File: src/rtl/axi_llc_tag_lookup.sv
// -----------------------------------------------------------------------------
// axi_llc_tag_lookup
// Tag-lookup controller in front of the per-way tag SRAMs (one macro per way,
// shared address/data/enable). After reset it clears every entry, then serves
// one lookup at a time.
//
// For each lookup it:
//   - reads all ways in parallel and compares the stored tags,
//   - reports hit/miss, the hit or victim way, and eviction info,
//   - writes back the updated entry: allocate on a miss, set dirty on a write
//     hit to a clean line.
//
// Stored entry layout: {valid, dirty, tag}.
//
// Ports:
//   clk_i, rst_ni        clock, asynchronous active-low reset
//   init_done_o          high once the clear sweep has finished
//   req_*                lookup request (valid/ready, index, tag, write flag)
//   resp_*               lookup result (valid/ready, hit, way, evict, evict tag)
//   sram_req_o           per-way SRAM request
//   sram_we_o            shared write enable
//   sram_addr_o          shared address
//   sram_wdata_o         shared write entry
//   sram_be_o            shared byte enables
//   sram_rdata_i         per-way read data, valid Latency cycles after a read
// -----------------------------------------------------------------------------
module axi_llc_tag_lookup #(
    parameter int unsigned NumLines = 256,
    parameter int unsigned NumWays  = 4,
    parameter int unsigned TagWidth = 20,
    parameter int unsigned Latency  = 1,
    localparam int unsigned IndexWidth = $clog2(NumLines),
    localparam int unsigned EntryWidth = TagWidth + 2,
    localparam int unsigned BeWidth    = (EntryWidth + 7) / 8,
    localparam int unsigned WayWidth   = (NumWays > 1) ? $clog2(NumWays) : 1
) (
    input  logic                                clk_i,
    input  logic                                rst_ni,
    output logic                                init_done_o,
    input  logic                                req_valid_i,
    output logic                                req_ready_o,
    input  logic [IndexWidth-1:0]               req_index_i,
    input  logic [TagWidth-1:0]                 req_tag_i,
    input  logic                                req_write_i,
    output logic                                resp_valid_o,
    input  logic                                resp_ready_i,
    output logic                                resp_hit_o,
    output logic [WayWidth-1:0]                 resp_way_o,
    output logic                                resp_evict_o,
    output logic [TagWidth-1:0]                 resp_evict_tag_o,
    output logic [NumWays-1:0]                  sram_req_o,
    output logic                                sram_we_o,
    output logic [IndexWidth-1:0]               sram_addr_o,
    output logic [EntryWidth-1:0]               sram_wdata_o,
    output logic [BeWidth-1:0]                  sram_be_o,
    input  logic [NumWays-1:0][EntryWidth-1:0]  sram_rdata_i
);

    localparam int unsigned LatWidth = $clog2(Latency + 1);

    localparam logic [2:0] StInit   = 3'd0;
    localparam logic [2:0] StIdle   = 3'd1;
    localparam logic [2:0] StWait   = 3'd2;
    localparam logic [2:0] StResp   = 3'd3;
    localparam logic [2:0] StUpdate = 3'd4;

    logic [2:0]            state_q,     state_d;
    logic [IndexWidth-1:0] sweep_q,     sweep_d;
    logic                  init_done_q, init_done_d;
    logic [LatWidth-1:0]   lat_q,       lat_d;
    logic [IndexWidth-1:0] index_q,     index_d;
    logic [TagWidth-1:0]   tag_q,       tag_d;
    logic                  write_q,     write_d;
    logic                  hit_q,       hit_d;
    logic                  hit_dirty_q, hit_dirty_d;
    logic [WayWidth-1:0]   way_q,       way_d;
    logic                  evict_q,     evict_d;
    logic [TagWidth-1:0]   evict_tag_q, evict_tag_d;
    logic [WayWidth-1:0]   victim_q,    victim_d;

    logic                  lk_hit;
    logic                  lk_dirty;
    logic [WayWidth-1:0]   lk_way;
    logic [EntryWidth-1:0] victim_entry;

    // Tag compare across all ways; the first matching way (lowest index) wins.
    always_comb begin
        lk_hit   = 1'b0;
        lk_dirty = 1'b0;
        lk_way   = '0;
        for (int unsigned w = 0; w < NumWays; w++) begin
            if (!lk_hit && sram_rdata_i[w][EntryWidth-1] &&
                (sram_rdata_i[w][TagWidth-1:0] == tag_q)) begin
                lk_hit   = 1'b1;
                lk_dirty = sram_rdata_i[w][EntryWidth-2];
                lk_way   = WayWidth'(w);
            end
        end
    end

    assign victim_entry = sram_rdata_i[victim_q];

    always_comb begin
        state_d     = state_q;
        sweep_d     = sweep_q;
        init_done_d = init_done_q;
        lat_d       = lat_q;
        index_d     = index_q;
        tag_d       = tag_q;
        write_d     = write_q;
        hit_d       = hit_q;
        hit_dirty_d = hit_dirty_q;
        way_d       = way_q;
        evict_d     = evict_q;
        evict_tag_d = evict_tag_q;
        victim_d    = victim_q;

        req_ready_o  = 1'b0;
        sram_req_o   = '0;
        sram_we_o    = 1'b0;
        sram_addr_o  = '0;
        sram_wdata_o = '0;

        case (state_q)
            StInit: begin
                sram_req_o  = '1;
                sram_we_o   = 1'b1;
                sram_addr_o = sweep_q;
                sweep_d     = sweep_q + 1'b1;
                if (sweep_q == IndexWidth'(NumLines - 1)) begin
                    state_d     = StIdle;
                    init_done_d = 1'b1;
                end
            end
            StIdle: begin
                req_ready_o = 1'b1;
                if (req_valid_i) begin
                    sram_req_o  = '1;
                    sram_addr_o = req_index_i;
                    index_d     = req_index_i;
                    tag_d       = req_tag_i;
                    write_d     = req_write_i;
                    lat_d       = LatWidth'(Latency);
                    state_d     = StWait;
                end
            end
            StWait: begin
                lat_d = lat_q - 1'b1;
                // A count of 1 marks the cycle the read data becomes valid.
                if (lat_q == LatWidth'(1)) begin
                    hit_d       = lk_hit;
                    hit_dirty_d = lk_dirty;
                    way_d       = lk_hit ? lk_way : victim_q;
                    evict_d     = !lk_hit && victim_entry[EntryWidth-1] &&
                                  victim_entry[EntryWidth-2];
                    evict_tag_d = victim_entry[TagWidth-1:0];
                    state_d     = StResp;
                end
            end
            StResp: begin
                if (resp_ready_i) begin
                    if (!hit_q) begin
                        state_d  = StUpdate;
                        victim_d = (victim_q == WayWidth'(NumWays - 1)) ? '0 : victim_q + 1'b1;
                    end else if (write_q && !hit_dirty_q) begin
                        state_d = StUpdate;
                    end else begin
                        state_d = StIdle;
                    end
                end
            end
            StUpdate: begin
                // Both update cases (allocate, write hit) store dirty = write flag.
                sram_req_o         = '0;
                sram_req_o[way_q]  = 1'b1;
                sram_we_o          = 1'b1;
                sram_addr_o        = index_q;
                sram_wdata_o       = {1'b1, write_q, tag_q};
                state_d            = StIdle;
            end
            default: state_d = StInit;
        endcase
    end

    always_ff @(posedge clk_i or negedge rst_ni) begin
        if (!rst_ni) begin
            state_q     <= StInit;
            sweep_q     <= '0;
            init_done_q <= 1'b0;
            lat_q       <= '0;
            index_q     <= '0;
            tag_q       <= '0;
            write_q     <= 1'b0;
            hit_q       <= 1'b0;
            hit_dirty_q <= 1'b0;
            way_q       <= '0;
            evict_q     <= 1'b0;
            evict_tag_q <= '0;
            victim_q    <= '0;
        end else begin
            state_q     <= state_d;
            sweep_q     <= sweep_d;
            init_done_q <= init_done_d;
            lat_q       <= lat_d;
            index_q     <= index_d;
            tag_q       <= tag_d;
            write_q     <= write_d;
            hit_q       <= hit_d;
            hit_dirty_q <= hit_dirty_d;
            way_q       <= way_d;
            evict_q     <= evict_d;
            evict_tag_q <= evict_tag_d;
            victim_q    <= victim_d;
        end
    end

    assign init_done_o      = init_done_q;
    assign resp_valid_o     = (state_q == StResp);
    assign resp_hit_o       = hit_q;
    assign resp_way_o       = way_q;
    assign resp_evict_o     = evict_q;
    assign resp_evict_tag_o = evict_tag_q;
    assign sram_be_o        = '1;

endmodule

File: config.mk
export PLATFORM = sky130hd
export DESIGN_NAME = axi_llc_tag_lookup
export DESIGN_NICKNAME = d
export VERILOG_FILES = /design/src/rtl/axi_llc_tag_lookup.sv
export SDC_FILE = /design/constraint.sdc
export NUM_CORES = 1
export LEC_CHECK = 0
export CAP_MARGIN = 15
export CORE_MARGIN = 8
export CORE_UTILIZATION = 45
export DETAILED_ROUTE_END_ITERATION = 12
export GPL_TIMING_DRIVEN = 0
export PLACE_DENSITY = 0.92
export SYNTH_ARGS = -nofsm -noshare
export SYNTH_HDL_FRONTEND = slang
export SYNTH_SLANG_ARGS = --single-unit
File: constraint.sdc
create_clock -name clk_i -period 2.8 [get_ports clk_i]
set_input_delay 0.56 -clock clk_i [delete_from_list [all_inputs] [get_ports clk_i]]
set_output_delay 0.56 -clock clk_i [all_outputs]
set_load 0.01 [all_outputs]
==> results of run 1 <==
-- report_power, final --
group          internal (µW)  total (µW)  switching [µW]
clock network            434         848             415
registers               1450        1730             283
logic                   1890        4060            2170
total                   3770        6640            2870
-- kinds of logic after synthesis --
| kind of cell | count (synthesis) |
|---|---|
| adders and majority gates | 2 |
| muxes | 32 |
| buffers and inverters | 55 |
| other | 1 |
| xor gates and xnor gates | 87 |
| AOI/OAI and AO/OA | 40 |
| DFF | 69 |
| and+or+nand+nor | 261 |
-- cell type report --
class                   count  area [µm²]
multi-input cells         425        2900
fillers                   920        3600
clock buffers              10         138
inverters                   6        22.5
plain buffers              46         290
clock inverters             5        60.1
flip-flops and latches     69        1730
well taps                 140         175
repair buffers            184        1830
-- synth_stat cells (7+ instances only) --
| library cell | n |
|---|---|
| dfrtp_1 | 69 |
| xor2_1 | 44 |
| clkbuf_1 | 28 |
| mux2i_1 | 9 |
| and3_1 | 21 |
| mux4_2 | 20 |
| nor4_1 | 14 |
| nor2_1 | 16 |
| nand2_1 | 163 |
| xnor2_2 | 7 |
| o21ai_0 | 14 |
| buf_6 | 8 |
| nand4_1 | 15 |
| xnor2_1 | 36 |
-- worst max-delay path, delay by kind of cell --
kind                   cells  cell delay [ns]
buffers and inverters      2             1.06
and+or+nand+nor            2             0.46
AOI/OAI and AO/OA          1             0.10
-- path summary, 6_finish.rpt --
| check | depth (start not counted) | endpoint | slack [ns] | from |
|---|---|---|---|---|
| setup / recovery | 5 | sram_req_o[1] | 0.05 | req_valid_i |
| hold / removal | 1 | resp_evict_tag_o[17]$_DFFE_PN0P_ | 0.30 | rst_ni |
| setup reg to reg | 7 | hit_dirty_q$_DFFE_PN0P_ | 0.54 | tag_q[8]$_DFFE_PN0P_ |
| hold reg to reg | 2 | index_q[0]$_DFFE_PN0P_ | 0.48 | index_q[0]$_DFFE_PN0P_ |
| max in group asynchronous | 1 | state_q[1]$_DFFE_PN0P_ | 1.86 | rst_ni |
| min in group clk_i | 2 | index_q[0]$_DFFE_PN0P_ | 0.48 | index_q[0]$_DFFE_PN0P_ |
-- placed cells by master (no fill, tap or decap), types with 3 or more instances in the layout --
master and count:
a21oi_1 4, a31oi_1 3, and2_1 3, and3_1 21
buf_2 7, buf_4 8, buf_6 8, clkbuf_1 20
clkbuf_8 12, clkdlybuf4s50_1 170, conb_1 3, dfrtp_1 67
dlygate4sd2_1 8, dlymetal6s2s_1 3, inv_1 5, mux2_2 3
mux2i_1 9, mux4_2 20, nand2_1 163, nand2b_1 3
nand3_1 6, nand4_1 15, nor2_1 15, nor3_1 4
nor3b_1 3, nor4_1 14, o21ai_0 14, o21ai_1 4
xnor2_1 36, xnor2_2 7, xor2_1 44
-- stage by stage --
stage                     instance area, µm²  worst slack [ns]  hold WS, ns  power [µW]
after floorplan                         4930             0.813        0.264        4180
after global placement                  6920             -1.12        0.457        5670
after detailed placement                6920            -0.429        0.463        5780
after CTS                               7120           0.00169        0.345        6620
after global routing                    7150           -0.0111        0.376        7070
final                                   7150            0.0520        0.298        6640
-- flip-flops by register name, indices dropped and copies added, names as in the netlist --
register	count
resp_evict_o	1
init_done_o	1
resp_hit_o	1
write_q	1
hit_dirty_q	1
resp_way_o	2
index_q	8
sweep_q	8
tag_q	20
state_q	3
lat_q	1
victim_q	2
resp_evict_tag_o	20
-- metal layers --
metal  GRT usage  vias up  routed length (µm)
met2       0.458      228                9670
met4      0.0851        0                 388
met1       0.322     2354                7750
li1            -     2222                   -
met5           0        -                   0
met3      0.0415       33                1230
-- what timing repair did --
action                     in CTS  in global routing
setup endpoints to repair      32                 18
setup buffers                   0                  2
resized for setup              20                  8
pin swaps                       0                  0
==> results_dict.tcl, run 1 <==
set metrics [dict create \
    status "finished clean" \
    clk_path_buf_depth 2 \
    synth_top_cell_area_share 0.351 \
    num_io_pins 186 \
    start_kind "primary input" \
    crit_path_cell_trace "clkdlybuf4s50_1 > nand2b_1 > or2_4 > o21ai_1 > clkdlybuf4s50_1" \
    synth.largest_area_cell "dfrtp_1" \
    clock-sinks 69 \
    routedWlPerCell_um 21.5 \
    cts_made_buffers 9 \
    grt_pass1_wl_mm 29.4 \
    grt_pass1_vias 5089 \
    fp-row-count 38 \
    crit_top_cell "clkdlybuf4s50_1" \
    via_count 4837 \
    max_slew_margin 0.407 \
    synthDistinctLibCells 52 \
    end_kind "primary output" \
    syn_avg_cell_area_um2 8.99 \
    synth_fa_ha_area_frac 0.00509 \
    max_cap_violations 0 \
    place.gp.congestion 0.925 \
    vias_per_cell 5.47 \
    dieHeight_um 121 \
    synth_area_mm2 0.00492 \
    synth_edf_count 0 \
    synth_compound_area_frac 0.0509 \
    synth-xor-area-share 0.166 \
    finalCritPeriodShare 0.981 \
    stdcell_count 885 \
    area_growth_pct 45.3 \
    core_area_mm2 0.0107 \
    hold_viol 0 \
    async_flop_share 1.00 \
    setup_viol 0 \
    muxShareOfSynthArea 0.117 \
    die_w_um 121 \
    num-nets-final 864 \
    num_antenna_cells 0 \
    post-route-util 0.665 \
    htreeDepth 3 \
    design.die.area_mm2 0.0145 \
    antenna_found_initial 0 \
    clk-insertion-delay-late_ns 0.36 \
    drive_gt1_frac 0.118 \
    p_per_area_mw_per_mm2 929 \
    synth_top_family_by_area "simple AND/OR/NAND/NOR gates" \
    clk_pin_slew_worst_paths_ns 0.08 \
    synth_area_leaders "dfrtp_1, nand2_1, mux4_2, xor2_1, xnor2_1" \
    fmax_mhz 364 \
    peakVddDrop_mv 0.439 \
    grt_overflow_total 0 \
    synth-seq-cells 69 \
    crit_slowest_cell "clkdlybuf4s50_1" \
    hold_path.class "in -> async" \
    portBuffers 182 \
    cts-root-buf "clkbuf_8" \
    dr.pass1.iters 5 \
    tritoncts "yes" \
    initial_core_util 0.458 \
    cpPeakStageDelay_ns 0.55 \
    final_max_slew_viol_count 0 \
    synth_flop_cell "dfrtp_1" \
    ys_seq_area_frac 0.351 \
    finalWorstPathRequiredPeriod_ns 2.75 \
    setup_tns_ns 0 \
    drtIter0Drc 362 \
    arrival_ns 2.19 \
    yosys_warnings 0 \
    critPathRequiredTime_ns 2.24 \
    grt_usage 0.262 \
    dp.cells 871 \
    critPathMaxFanout 14 \
    finalClockSkew_ns 0.0121 \
    yosys.area_share.simple 0.248 \
    ant_nets 0 \
    p_leak_uw 0.00321 \
    holdBufCountCts 0 \
    worstSetupPathType "in -> out" \
    routed_wl_mm 19.0 \
    tightestPinTransition_ns 0.889 \
    grt_max_degree 70 \
    synth_cells 547 \
    drc 0 \
    dp_hpwl_mm 15.5 \
]
No activity file was read; power rests on OpenSTA's default activity.
==> inputs of run 2 (changes only) <==
--- a/config.mk
+++ b/config.mk
@@ -8,6 +8,8 @@
 export CAP_MARGIN = 15
 export CORE_MARGIN = 8
 export CORE_UTILIZATION = 45
+export CTS_CLUSTER_DIAMETER = 40
+export CTS_CLUSTER_SIZE = 24
 export DETAILED_ROUTE_END_ITERATION = 12
 export GPL_TIMING_DRIVEN = 0
 export PLACE_DENSITY = 0.92
==> results of run 2 <==
The final DEF is identical to that of run 1; final timing and power are the same.
